--- config.mk ---
export PLATFORM = sky130hd
export DESIGN_NAME = cout_capture_fifo
export DESIGN_NICKNAME = d
export VERILOG_FILES = /design/src/rtl/cout_capture_fifo.sv
export SDC_FILE = /design/constraint.sdc
export NUM_CORES = 1
export LEC_CHECK = 0
export ABC_CLOCK_PERIOD_IN_PS = 6600
export CAP_MARGIN = 0
export CORE_MARGIN = 5
export CORE_UTILIZATION = 58
export DETAILED_ROUTE_END_ITERATION = 7
export PLACE_DENSITY = 0.94
export SLEW_MARGIN = 10
export SYNTH_ARGS = -nofsm -noshare
export SYNTH_HDL_FRONTEND = slang
export SYNTH_SLANG_ARGS = --single-unit
export TNS_END_PERCENT = 5
--- constraint.sdc ---
create_clock -name clk -period 6.6 [get_ports clk]
set_input_delay 1.98 -clock clk [delete_from_list [all_inputs] [get_ports clk]]
set_output_delay 1.98 -clock clk [all_outputs]
set_load 0.01 [all_outputs]
--- src/rtl/cout_capture_fifo.sv ---
// ---------------------------------------------------------------------------
// cout_capture_fifo
//
// Watches the output of the 8-bit loadable counter and stores snapshots of it
// in a small first-word-fall-through FIFO. A snapshot is taken on an explicit
// capture strobe, or automatically when the counter wraps from all-ones to
// zero by incrementing (when WRAP_CAPTURE is set). The host drains the FIFO
// through a valid/ready read port.
//
// Ports
//   clk       in   clock, all state on the rising edge
//   reset     in   synchronous, active-high reset
//   cout      in   counter value being observed
//   enable    in   counter enable (same net that drives the counter)
//   load      in   counter load (same net that drives the counter)
//   capture   in   explicit snapshot request
//   rd_ready  in   consumer accepts the head entry
//   rd_valid  out  FIFO holds at least one entry
//   rd_data   out  head snapshot, 0 when empty
//   rd_tag    out  head origin: 1 = wrap event, 0 = capture only; 0 when empty
//   level     out  number of stored entries, 0..DEPTH
//   overflow  out  sticky flag: a push was dropped because the FIFO was full
//   clr_ovf   in   clears overflow (a drop in the same cycle wins)
// ---------------------------------------------------------------------------
module cout_capture_fifo #(
    parameter int WIDTH        = 8,
    parameter int DEPTH        = 4,
    parameter int WRAP_CAPTURE = 1
) (
    input  logic                       clk,
    input  logic                       reset,
    input  logic [WIDTH-1:0]           cout,
    input  logic                       enable,
    input  logic                       load,
    input  logic                       capture,
    input  logic                       rd_ready,
    output logic                       rd_valid,
    output logic [WIDTH-1:0]           rd_data,
    output logic                       rd_tag,
    output logic [$clog2(DEPTH):0]     level,
    output logic                       overflow,
    input  logic                       clr_ovf
);

    localparam int AW = $clog2(DEPTH);
    localparam int LW = AW + 1;
    localparam logic [LW-1:0]    LVL_ONE  = {{(LW-1){1'b0}}, 1'b1};
    localparam logic [LW-1:0]    LVL_ZERO = {LW{1'b0}};
    localparam logic [LW-1:0]    LVL_FULL = LW'(DEPTH);
    localparam logic [AW-1:0]    PTR_ONE  = {{(AW-1){1'b0}}, 1'b1};
    localparam logic [WIDTH-1:0] CNT_ONES = {WIDTH{1'b1}};
    localparam logic [WIDTH-1:0] CNT_ZERO = {WIDTH{1'b0}};

    logic [WIDTH-1:0] cout_q_r;
    logic             inc_q_r;
    logic [AW-1:0]    wr_ptr_r;
    logic [AW-1:0]    rd_ptr_r;
    logic [LW-1:0]    level_r;
    logic             overflow_r;
    logic [WIDTH-1:0] mem_data_r [DEPTH];
    logic             mem_tag_r  [DEPTH];

    logic             wrap_evt_s;
    logic             push_req_s;
    logic             pop_s;
    logic             full_s;
    logic             push_ok_s;
    logic             drop_s;
    logic [LW-1:0]    level_nxt_s;

    // Event detection and push/pop arbitration for this cycle.
    always_comb begin
        wrap_evt_s  = 1'b0;
        push_req_s  = 1'b0;
        pop_s       = 1'b0;
        full_s      = 1'b0;
        push_ok_s   = 1'b0;
        drop_s      = 1'b0;
        level_nxt_s = level_r;
        // A wrap needs an increment at the previous edge; a load of 0 from
        // all-ones has inc_q_r low and is therefore not a wrap.
        if (WRAP_CAPTURE != 0) begin
            wrap_evt_s = inc_q_r && (cout_q_r == CNT_ONES) && (cout == CNT_ZERO);
        end else begin
            wrap_evt_s = 1'b0;
        end
        push_req_s = capture || wrap_evt_s;
        pop_s      = (level_r != LVL_ZERO) && rd_ready;
        full_s     = (level_r == LVL_FULL);
        // When full, a simultaneous pop frees the slot being written.
        push_ok_s  = push_req_s && (!full_s || pop_s);
        drop_s     = push_req_s && full_s && !pop_s;
        if (push_ok_s && !pop_s) begin
            level_nxt_s = level_r + LVL_ONE;
        end else if (pop_s && !push_ok_s) begin
            level_nxt_s = level_r - LVL_ONE;
        end else begin
            level_nxt_s = level_r;
        end
    end

    // Counter history, pointers, level and sticky overflow.
    always_ff @(posedge clk) begin
        if (reset) begin
            cout_q_r   <= CNT_ZERO;
            inc_q_r    <= 1'b0;
            wr_ptr_r   <= {AW{1'b0}};
            rd_ptr_r   <= {AW{1'b0}};
            level_r    <= LVL_ZERO;
            overflow_r <= 1'b0;
        end else begin
            cout_q_r <= cout;
            inc_q_r  <= enable && !load;
            if (push_ok_s) begin
                wr_ptr_r <= wr_ptr_r + PTR_ONE;
            end
            if (pop_s) begin
                rd_ptr_r <= rd_ptr_r + PTR_ONE;
            end
            level_r <= level_nxt_s;
            // Set has priority over clear.
            if (drop_s) begin
                overflow_r <= 1'b1;
            end else if (clr_ovf) begin
                overflow_r <= 1'b0;
            end
        end
    end

    // Storage array; contents are only visible through the valid-gated head.
    always_ff @(posedge clk) begin
        if (push_ok_s && !reset) begin
            mem_data_r[wr_ptr_r] <= cout;
            mem_tag_r[wr_ptr_r]  <= wrap_evt_s;
        end
    end

    assign rd_valid = (level_r != LVL_ZERO);
    assign rd_data  = rd_valid ? mem_data_r[rd_ptr_r] : CNT_ZERO;
    assign rd_tag   = rd_valid ? mem_tag_r[rd_ptr_r] : 1'b0;
    assign level    = level_r;
    assign overflow = overflow_r;

endmodule

# Yosys cells after proc, flatten, opt, wreduce, memory -nomap -nowiden
# Memory sizes are Yosys's and may differ from the RTL's. A register that Yosys moved wholly into a read port is not among the register bits.
# Cells that the tools add are included.
# op_classes
addsub	4
mul	0
div	0
n_lt_le_gt_ge	0
eq_ne	2
shifts	0
n_mux	12
bitwise_logic	0
reduce_logical	21
# op_table
operator	count
1-bit logical AND	10
8-bit equality test, second input constant	1
8-bit logical NOT	1
2-bit two-way mux	4
8-bit two-way mux	1
3-bit two-way mux	2
1-bit logical NOT	5
1-bit two-way mux	5
2-bit by 1-bit adder with 2-bit output, second input constant	2
2-bit nonzero test	2
3-bit by 1-bit adder with 3-bit output, second input constant	1
3-bit equality test, second input constant	1
3-bit nonzero test	1
3-bit by 1-bit subtractor with 3-bit output, second input constant	1
1-bit logical OR	2
# word_totals
reg_bits	17
latch_bits	0
ramBits	36
rom_bits	0
inputBits	15
word_cells	47
n_memories	2
# mem_list
memory	depth	word_bits	read_ports	rd_clocked_by_memory_dff	write_ports	line_no	source
mem_data_r	4	8	1	1	1	60	logic [WIDTH-1:0] mem_data_r [DEPTH];
mem_tag_r	4	1	1	1	1	61	logic mem_tag_r [DEPTH];

# Logic depth before layout (Yosys ltp)
# logic_depth
depth_word	9
depth_mapped	10
mapped_depth_nobuf	10

# Worst setup path before layout
# OpenSTA, ideal clock, no wires.
# synth_timing
path_type	input-to-reg
from	input port cout[3]
to	register level_r[2] (netlist: level[2])
setup_time_ns	0.071
t_arrival_ns	4.189
required_time_ns	6.529
path_slack_ns	2.340
stages	10
n_path_buf	0
cell_sequence	or4_4 -> nor4b_4 -> a31oi_4 -> inv_2 -> ha_1 -> inv_1 -> fa_1 -> xor2_1 -> or3_1 -> a21oi_1
# synth_between
elab_chain_cells	7
# synth_rtl
element	line_no	source
from (decl)	32	input logic [WIDTH-1:0] cout,
8-bit logical NOT *	83	wrap_evt_s = inc_q_r && (cout_q_r == CNT_ONES) && (cout == CNT_ZERO);
1-bit logical AND *	83	
1-bit logical OR *	87	push_req_s = capture || wrap_evt_s;
1-bit logical AND *	91	push_ok_s = push_req_s && (!full_s || pop_s);
1-bit logical NOT	95	end else if (pop_s && !push_ok_s) begin
1-bit logical AND	95	
2-bit nonzero test (no source line)	n/a	
to (signal assigned)	120	level_r <= level_nxt_s;
to (decl)	58	logic [LW-1:0] level_r;
# Every way passes the cells marked *; elsewhere a longest branch is shown, timed or not.
# A chain may end at the register's enable or synchronous reset.

# Worst setup path after layout
# Same ends and word-level chain as after synthesis.

==> results.py <==
metrics = {
    "detailed_routing": {
        "drc_errors": 0,
        "ant_nets": 0,
        "vias": 1221,
        "wl_mm": 4.019,
        "drt_pass1_iterations": 4,
        "vias_per_cell": 5.500,
        "drt_iter0_drc": 68,
        "drt-wirelength-per-cell_um": 18.10,
    },
    "clock_network": {
        "cts.hold.buffers_added": 0,
        "path_clk_slew_ns": 0.09,
        "cts_tree": "yes",
        "clockRootBuffer": "clkbuf_8",
        "cts-resized-gates": 0,
        "cts_max_path_buffers": 2,
        "cts_num_sinks": 55,
        "postCtsSetupRepairBufs": 0,
        "cts_buffers": 5,
        "htreeDepth": 2,
        "clk_latency_ns": 0.31,
    },
    "placement": {
        "routabilityCongestion": 0.7694,
        "port_buffers": 28,
        "place_ws_ns": 1.620,
        "hpwl_mm": 2.812,
    },
    "grt": {
        "grt_max_degree": 26,
        "antenna_found_initial": 0,
        "grt_overflow": 0,
        "grt_first_pass_wirelength_mm": 6.555,
        "grt.total_usage_pct": 17.52,
        "grt_pass1_vias": 1309,
    },
    "worst_setup_path": {
        "timing.rr.end": "level[2]",
        "cpPeakStageDelay_ns": 0.60,
        "end_kind": "register",
        "cp_slowest_cell": "or4_4",
        "criticalPathCategory": "input port to register",
        "rr_startpoint": "level[1]",
        "worstPathRequired_ns": 6.83,
        "rrSetupSlack_ns": 4.07,
        "start_kind": "input port",
        "r2r_cells": 10,
        "cp_cell_sequence": "clkdlybuf4s50_1 -> or4_4 -> nor4b_4 -> a31oi_4 -> inv_2 -> ha_1 -> inv_1 -> fa_1 -> xor2_1 -> or3_1 -> a21oi_1",
        "crit_path_max_fanout": 6,
        "worstPathArrival_ns": 4.91,
    },
    "sta": {
        "hold_viol_final": 0,
        "whs_ns": 0.5044,
        "finalWorstSetupSlack_ns": 1.918,
        "drv_slew": 0,
        "fmaxAchievable_ghz": 0.2136,
        "finalSetupViolations": 0,
        "setup_tns_ns": 0,
        "rsz0062_at_grt": "false",
        "slew_headroom_pct": 40.10,
        "clock_skew_ns": 0.009551,
        "tightest_slew_ns": 0.8965,
        "period_share_pct": 70.94,
        "min_period_ns": 4.682,
    },
    "floorplanning": {
        "core_um2": 3689,
        "start_util_pct": 59.91,
        "die_w_um": 71.72,
        "core.rowCount": 22,
        "floorplan.die_area_um2": 5144,
        "ios": 29,
        "die_h_um": 71.72,
    },
    "synthesis": {
        "synth_area_leaders": "edfxtp_1, dfxtp_1, mux4_2",
        "ys_seq_elements": 55,
        "synthFlopType": "edfxtp_1",
        "synthCells": 139,
        "synthTopCellsByCount": "edfxtp_1, dfxtp_1, and2_1, mux4_2, nor2_1",
        "netlist.area_leader.share_pct": 48.92,
        "synth_area_um2": 2210,
        "synth_most_common_cell": "edfxtp_1",
        "synthesis.nets": 160,
        "yosys_warnings": 0,
        "syn_avg_cell_area_um2": 15.90,
        "yosys.area.top_type": "edfxtp_1",
        "yosysSeqAreaShare_pct": 66.14,
        "synthArstFlopShare_pct": 0,
        "ys_types": 32,
        "synth_edf_count": 36,
    },
    "pwr": {
        "vdd_drop_max_v": 0.0003108,
        "power.leakage_nw": 0.9431,
        "powerDensity_nw_per_um2": 366.7,
    },
    "min_path": {
        "holdPathEnd": "overflow",
        "hold_depth": 2,
        "hp-start": "overflow",
        "hold_path.class": "register to register",
    },
    "cells_and_area": {
        "fillCellCount": 228,
        "post-route-util_pct": 73.10,
        "ff_latch_area_um2": 1461,
        "diodes": 0,
        "multiInputGateArea_um2": 709.4,
        "layout-drive-gt1-share_pct": 16.09,
        "fin_nets": 194,
        "area_growth_pct": 22.03,
    },
    "outcome": {
        "status": "finished clean",
    },
    "job": {
        "cap_violations": 0,
    },
}
stage by stage:
stage / cells / power, mW / cell area, µm²
2_1_floorplan: 139 / 0.6031 / 2210
3_3_place_gp: 214 / 0.7267 / 2560
3_5_place_dp: 214 / 0.7415 / 2560
4_1_cts: 222 / 0.9973 / 2696
5_1_grt: 222 / 1.040 / 2696
6_report: 222 / 0.9887 / 2696
how the worst max path moves through the flow:
stage | slack (ns) | end | from | depth (start not counted)
after floorplan | 2.34 | level[2] | cout[3] | 10
after global placement | 1.74 | level[2] | cout[3] | 11
after detailed placement | 1.62 | level[2] | cout[3] | 11
after CTS | 1.90 | level[2] | cout[3] | 11
after global routing | 1.74 | level[2] | cout[3] | 11
final | 1.92 | level[2] | cout[3] | 11
worst max-delay path, delay by kind of cell:
family	cells	cell delay, ns
simple gates	3	1.23
buf+inv	3	0.68
fa+ha+maj	2	0.56
compound gates	2	0.31
xor+xnor	1	0.16
sequential cells by signal, summed over array words and instances (netlist names), named ones only:
register / flops
mem_data_r: 32
cout_q_r: 8
mem_tag_r: 4
level: 3
rd_ptr_r: 2
wr_ptr_r: 2
inc_q_r: 1
overflow: 1
cells by family (layout without fill, tap and decap cells):
kind of cell               after synthesis  after routing  synth area share [%]
DFF                                     55             55                 66.14
muxes                                   12             12                 10.76
buffers and inverters                   10             45                 1.755
and+or+nand+nor                         47             47                 13.99
AOI/OAI and AO/OA                        5              5                 2.038
adders and majority gates                6              6                 3.737
xor gates and xnor gates                 4              4                 1.585
cells in the final DEF (no fill, tap or decap), drive strengths merged, types with 8 or more instances in the layout:
| cell | netlist | final |
|---|---|---|
| edfxtp | 36 | 36 |
| nor2 | 9 | 9 |
| and2 | 10 | 10 |
| dfxtp | 19 | 19 |
| mux4 | 9 | 9 |
| clkdlybuf4s50 | 0 | 28 |
| nor2b | 8 | 8 |
power breakdown:
part / switching, mW / internal, mW / leakage, nW
Combinational: 0.123 / 0.173 / 0.390
Clock: 0.106 / 0.151 / 0.0644
Sequential: 0.0373 / 0.397 / 0.489
Total: 0.267 / 0.722 / 0.943
cell type report:
class	instances	share of cell area [%]
Tap cell	48	2.227
Inverter	5	0.6961
Sequential cell	55	54.20
Timing Repair Buffer	32	11.51
Multi-Input combinational cell	74	26.31
Clock inverter	3	2.506
Clock buffer	5	2.552
layer usage:
layer / vias to the layer above / track usage, % / share of wire, %
li1: 574 / - / -
met1: 612 / 20.22 / 41
met2: 27 / 31.12 / 54
met3: 8 / 3.927 / 3.4
met4: 0 / 7.516 / 1.8
met5: - / 0 / 0
(Power assumes the default switching activity.)
==> RTL edit 1 (same settings) <==
Change the parameter `WRAP_CAPTURE` from 1 to 0.
--- a/src/rtl/cout_capture_fifo.sv
+++ b/src/rtl/cout_capture_fifo.sv
@@ -25,7 +25,7 @@
 module cout_capture_fifo #(
     parameter int WIDTH        = 8,
     parameter int DEPTH        = 4,
-    parameter int WRAP_CAPTURE = 1
+    parameter int WRAP_CAPTURE = 0
 ) (
     input  logic                       clk,
     input  logic                       reset,
Function: changed (a bounded check fails within 4 cycles, from zero or initial values and one cycle with reset high).
==> RTL edit 1 against the original RTL <==
Worst setup slack better by 0.46 ns. First-iteration DRC count is 60% lower. Cell count is 23% lower. Area after synthesis is 21% lower. Power is 16% lower. Wire length is 21% lower. Sequential power is 20% lower. Combinational power is 5% lower. Clock power is 23% lower. Sequential cell count is 13 lower. Sequential share of layout area is 0.089 points lower. Count of clock-buffer cells in the layout stayed put. Final area is 20% lower. Critical path type is now flip-flop to output port. Critical endpoint is now rd_data[6]. Largest power group unchanged.
==> RTL edit 1: results (changes against the original RTL) <==
Parameter                              Value

Status
  Run status    complete, no violations (unchanged)

Global routing
  Wire length of the first global-routing pass    5350 um (was 6560 um)
  Gr usage total    17.7% (was 17.5%)
  Vias in the first global route    1064 (was 1309)
  Largest net degree at the start of global routing    16 (was 26)

Critical path
  Worst Reg2Reg Path Length in Cells    7 (was 10)
  Setup slack on the worst flop-to-flop path    4.37 ns (was 4.07 ns)
  Biggest cell delay along the critical path    0.69 ns (was 0.60 ns)
  Termination of the worst setup path    rd_data[6] (was level[2]$_SDFFE_PP0P_)
  Kind of cell with the highest combined delay on the critical path    flip-flops (was simple AND/OR/NAND/NOR gates)
  Critical R2R Launch    level[0]$_SDFFE_PP0P_ (was level[1]$_SDFFE_PP0P_)

Synth
  Cells taking the most area after synthesis    edfxtp_1 (55%), dfxtp_1 (11%), mux4_2 (10%) (was edfxtp_1 (49%), dfxtp_1 (17%), mux4_2 (9.2%))
  Sequential cell area fraction in the yosys report    66.7% (was 66.1%)
  Yosys cell types    26 (was 32)
  EDFF count, synth    32 (was 36)
  Synth top cells by count    edfxtp_1 (32), dfxtp_1 (10), nor2b_1 (9), mux4_2 (8), nor2_1 (7) (was edfxtp_1 (36), dfxtp_1 (19), and2_1 (9), mux4_2 (9), nor2_1 (9))

Timing
  Worst setup skew after layout    0.00835 ns (was 0.00955 ns)
  Tightest slew margin relative to the limit    62.5% (was 40.1%)

Finish
  Nets    160 (was 194)
  Fraction of layout cells with a size suffix above 1    17.1% (was 16.1%)

Routing
  Routed vias    983 (was 1221)
  DRC violation total after the first TritonRoute iteration    27 (was 68)
  Detailed-route wire length per cell    18.6 um (was 18.1 um)

Clock tree
  Clk Latency, worst-skew pair    0.35 ns (was 0.31 ns)
  Clk Tree Root Cell    clkbuf_4 (was clkbuf_8)
  Clock Pin Slew Worst Setup and Hold Paths    0.12 ns (was 0.09 ns)

Power
  Static power due to leakage    0.751 nW (was 0.943 nW)

Placement
  Worst setup slack before clock tree synthesis    2.45 ns (was 1.62 ns)
  Number of I/O port buffers    25 (was 28)
## RTL edit 1: changes by cell type after synthesis, sizes merged, moves of 2 or more
cell	unedited run	this run
and2	10	0
nor2	9	7
edfxtp	36	32
dfxtp	19	10
## RTL edit 1: area by class of cell
cell class	count	area, um^2	area share [%]
clock buffer	5	37.5	1.75
multi-input combinational	55	536	25.0
clock inverter	3	63.8	2.97
timing repair buffer	30	288	13.4
inverter	5	21.3	0.991
sequential	42	1160	54.1
tap	31	38.8	1.81
## RTL edit 1: where the power goes
part | internal, mW | switching [mW] | leakage, nW
clock network | 0.117 | 0.0815 | 0.0528
logic | 0.163 | 0.119 | 0.326
registers | 0.311 | 0.0387 | 0.373
total | 0.591 | 0.239 | 0.751
## RTL edit 1: through the flow
step                      std cells  hold slack (ns)  cell area (um^2)  util (%)  total power, mW
final                           171            0.536              2150      75.9            0.830
after global routing            171            0.575              2150      75.9            0.871
after CTS                       171            0.537              2150      75.9            0.834
after detailed placement        163            0.520              2040      72.3            0.639
after global placement          163            0.468              2040      72.3            0.620
after floorplan                 107            0.459              1740         -            0.503
## RTL edit 1: routing by layer
metal,vias up,track usage (%),wire length (um)
met5,-,0,0
met4,0,8.18,47
met3,6,5.35,146
met2,27,31.2,1740
met1,493,19.5,1240
li1,457,-,-
## RTL edit 1: cell families after synthesis
| group | Yosys count | share of synthesized area (%) |
|---|---|---|
| AOI/OAI and AO/OA | 6 | 1.87 |
| xor gates and xnor gates | 3 | 1.51 |
| adders and majority gates | 6 | 4.74 |
| buffers and inverters | 10 | 2.59 |
| DFF | 42 | 66.7 |
| muxes | 11 | 12.4 |
| other | 1 | 0.215 |
| and+or+nand+nor | 28 | 10.1 |
==> RTL edit 2 (config.mk and constraints unchanged) <==
Without the edit above. Reset style: asynchronous (`reset`), changed in one clocked block. Comments in the files are not updated.
--- a/src/rtl/cout_capture_fifo.sv
+++ b/src/rtl/cout_capture_fifo.sv
@@ -100,7 +100,7 @@
     end
 
     // Counter history, pointers, level and sticky overflow.
-    always_ff @(posedge clk) begin
+    always_ff @(posedge clk or posedge reset) begin
         if (reset) begin
             cout_q_r   <= CNT_ZERO;
             inc_q_r    <= 1'b0;
Function: differs if reset is asserted again (counterexample within 4 cycles, from zero or initial values and one cycle with reset high); with reset held inactive, the same outputs for 10 cycles.
==> RTL edit 2 against the original RTL <==
Area after synthesis shrank 0.40%. Non-clock buffer count shrank 2. Sequential cell count shrank 2. Wire length grew 5.1%. Sequential share of layout area grew 2.9 points. Worst setup slack gained 0.19 ns. Cell count shrank 5.9%. Critical path depth shrank 7. First-iteration DRC count grew 32%. Final area shrank 2.1%. Power grew 1.2%. Combinational power grew 21%. Highest routed layer unchanged.
==> RTL edit 2: results (changes against the original RTL) <==
Parameter                              Value

Status
  Run status    complete, no violations (unchanged)

Power
  Max rail drop VDD    234 uV (was 311 uV)
  Proportion of total power due to net switching    30.2% (was 27.0%)
  Static power due to leakage    0.925 nW (was 0.943 nW)

Critical path
  Setup slack on the worst flop-to-flop path    3.84 ns (was 4.07 ns)
  Critical-path maximum fanout    9 (was 6)
  Termination of the worst setup path    mem_data_r[1][3]$_DFFE_PP_ (was level[2]$_SDFFE_PP0P_)
  Setup crit start    cout[6] (was cout[3])
  Capture instance of the worst register-to-register path    level[1]$_DFFE_PP0P_ (was level[2]$_SDFFE_PP0P_)
  Critical Path AT    4.42 ns (was 4.91 ns)
  Biggest cell delay along the critical path    0.99 ns (was 0.60 ns)
  Worst Reg2Reg Path Length in Cells    6 (was 10)
  Critical R2R Launch    level[0]$_DFFE_PP0P_ (was level[1]$_SDFFE_PP0P_)
  Slowest library cell on the worst path    nor4b_2 (was or4_4)

Routing
  Detailed-route wire length per cell    20.2 um (was 18.1 um)
  Total routed wire length on the met1 layer    1650 um (was 1630 um)
  Wire length on met2    2290 um (was 2170 um)
  DRC violation total after the first TritonRoute iteration    90 (was 68)
  Via-per-instance ratio    5.79 (was 5.50)

Synth
  Sequential cell area fraction in the yosys report    68.4% (was 66.1%)
  Multiplexer fraction of the synthesized cell area    10.2% (was 10.8%)
  Adder-cell share of the synthesized area    3.75% (was 3.74%)
  Synthesized instance count    126 (was 139)
  Cells taking the most area after synthesis    edfxtp_1 (49%), dfrtp_1 (19%), mux4_2 (9.2%) (was edfxtp_1 (49%), dfxtp_1 (17%), mux4_2 (9.2%))
  Yosys cell types    35 (was 32)
  Share of synthesized flip-flops with an asynchronous set or reset    32.1% (was 0%)

Finish
  Fraction of layout cells with a size suffix above 1    15.5% (was 16.1%)
  Filler cells    232 (was 228)

Placement
  Placed Instance Area    2560 um^2 (about the same)
  Total half-perimeter wirelength after legalization and detailed placement    2960 um (was 2810 um)
  GPL Wtd Cong    0.892 (was 0.769)

Timing
  Worst setup skew after layout    0.00830 ns (was 0.00955 ns)

Global routing
  Vias in the first global route    1343 (was 1309)
  Met3 usage    6.03% (was 3.93%)
  Met2 demand-to-capacity share in global routing    32.8% (was 31.1%)
  Met1 Usage GRT    21.6% (was 20.2%)
  Wire length of the first global-routing pass    6930 um (was 6560 um)
  Largest net degree at the start of global routing    18 (was 26)
  Gr usage total    18.7% (was 17.5%)

Min path
  Destination of the worst hold path    overflow$_DFFE_PP0P_ (was overflow$_SDFFE_PP0P_)
==> RTL edit 2: changes by cell type in the layout (fill, tap and decap cells not counted), sizes merged, moves of 3 or more <==
| cell | delta |
|---|---|
| nor2b | -7 |
| nor3b | -4 |
| nand2b | -4 |
| xnor2 | +3 |
| nor4b | +5 |
| dfrtp | +17 |
| nor2 | -5 |
| dfxtp | -19 |
==> RTL edit 2: metrics by stage <==
| step | utilization (%) | power (mW) |
|---|---|---|
| after floorplan | - | 0.667 |
| after global placement | 69.8 | 0.813 |
| after detailed placement | 69.8 | 0.835 |
| after CTS | 72.1 | 1.01 |
| after global routing | 72.1 | 1.06 |
| final | 72.1 | 1.00 |
==> RTL edit 2: final cells by class <==
class / count / area share, %
Clock buffer: 7 / 2.89
Clock inverter: 1 / 0.284
Inverter: 5 / 0.711
Multi-Input combinational cell: 65 / 25.6
Sequential cell: 53 / 57.1
Tap cell: 48 / 2.27
Timing Repair Buffer: 30 / 11.2
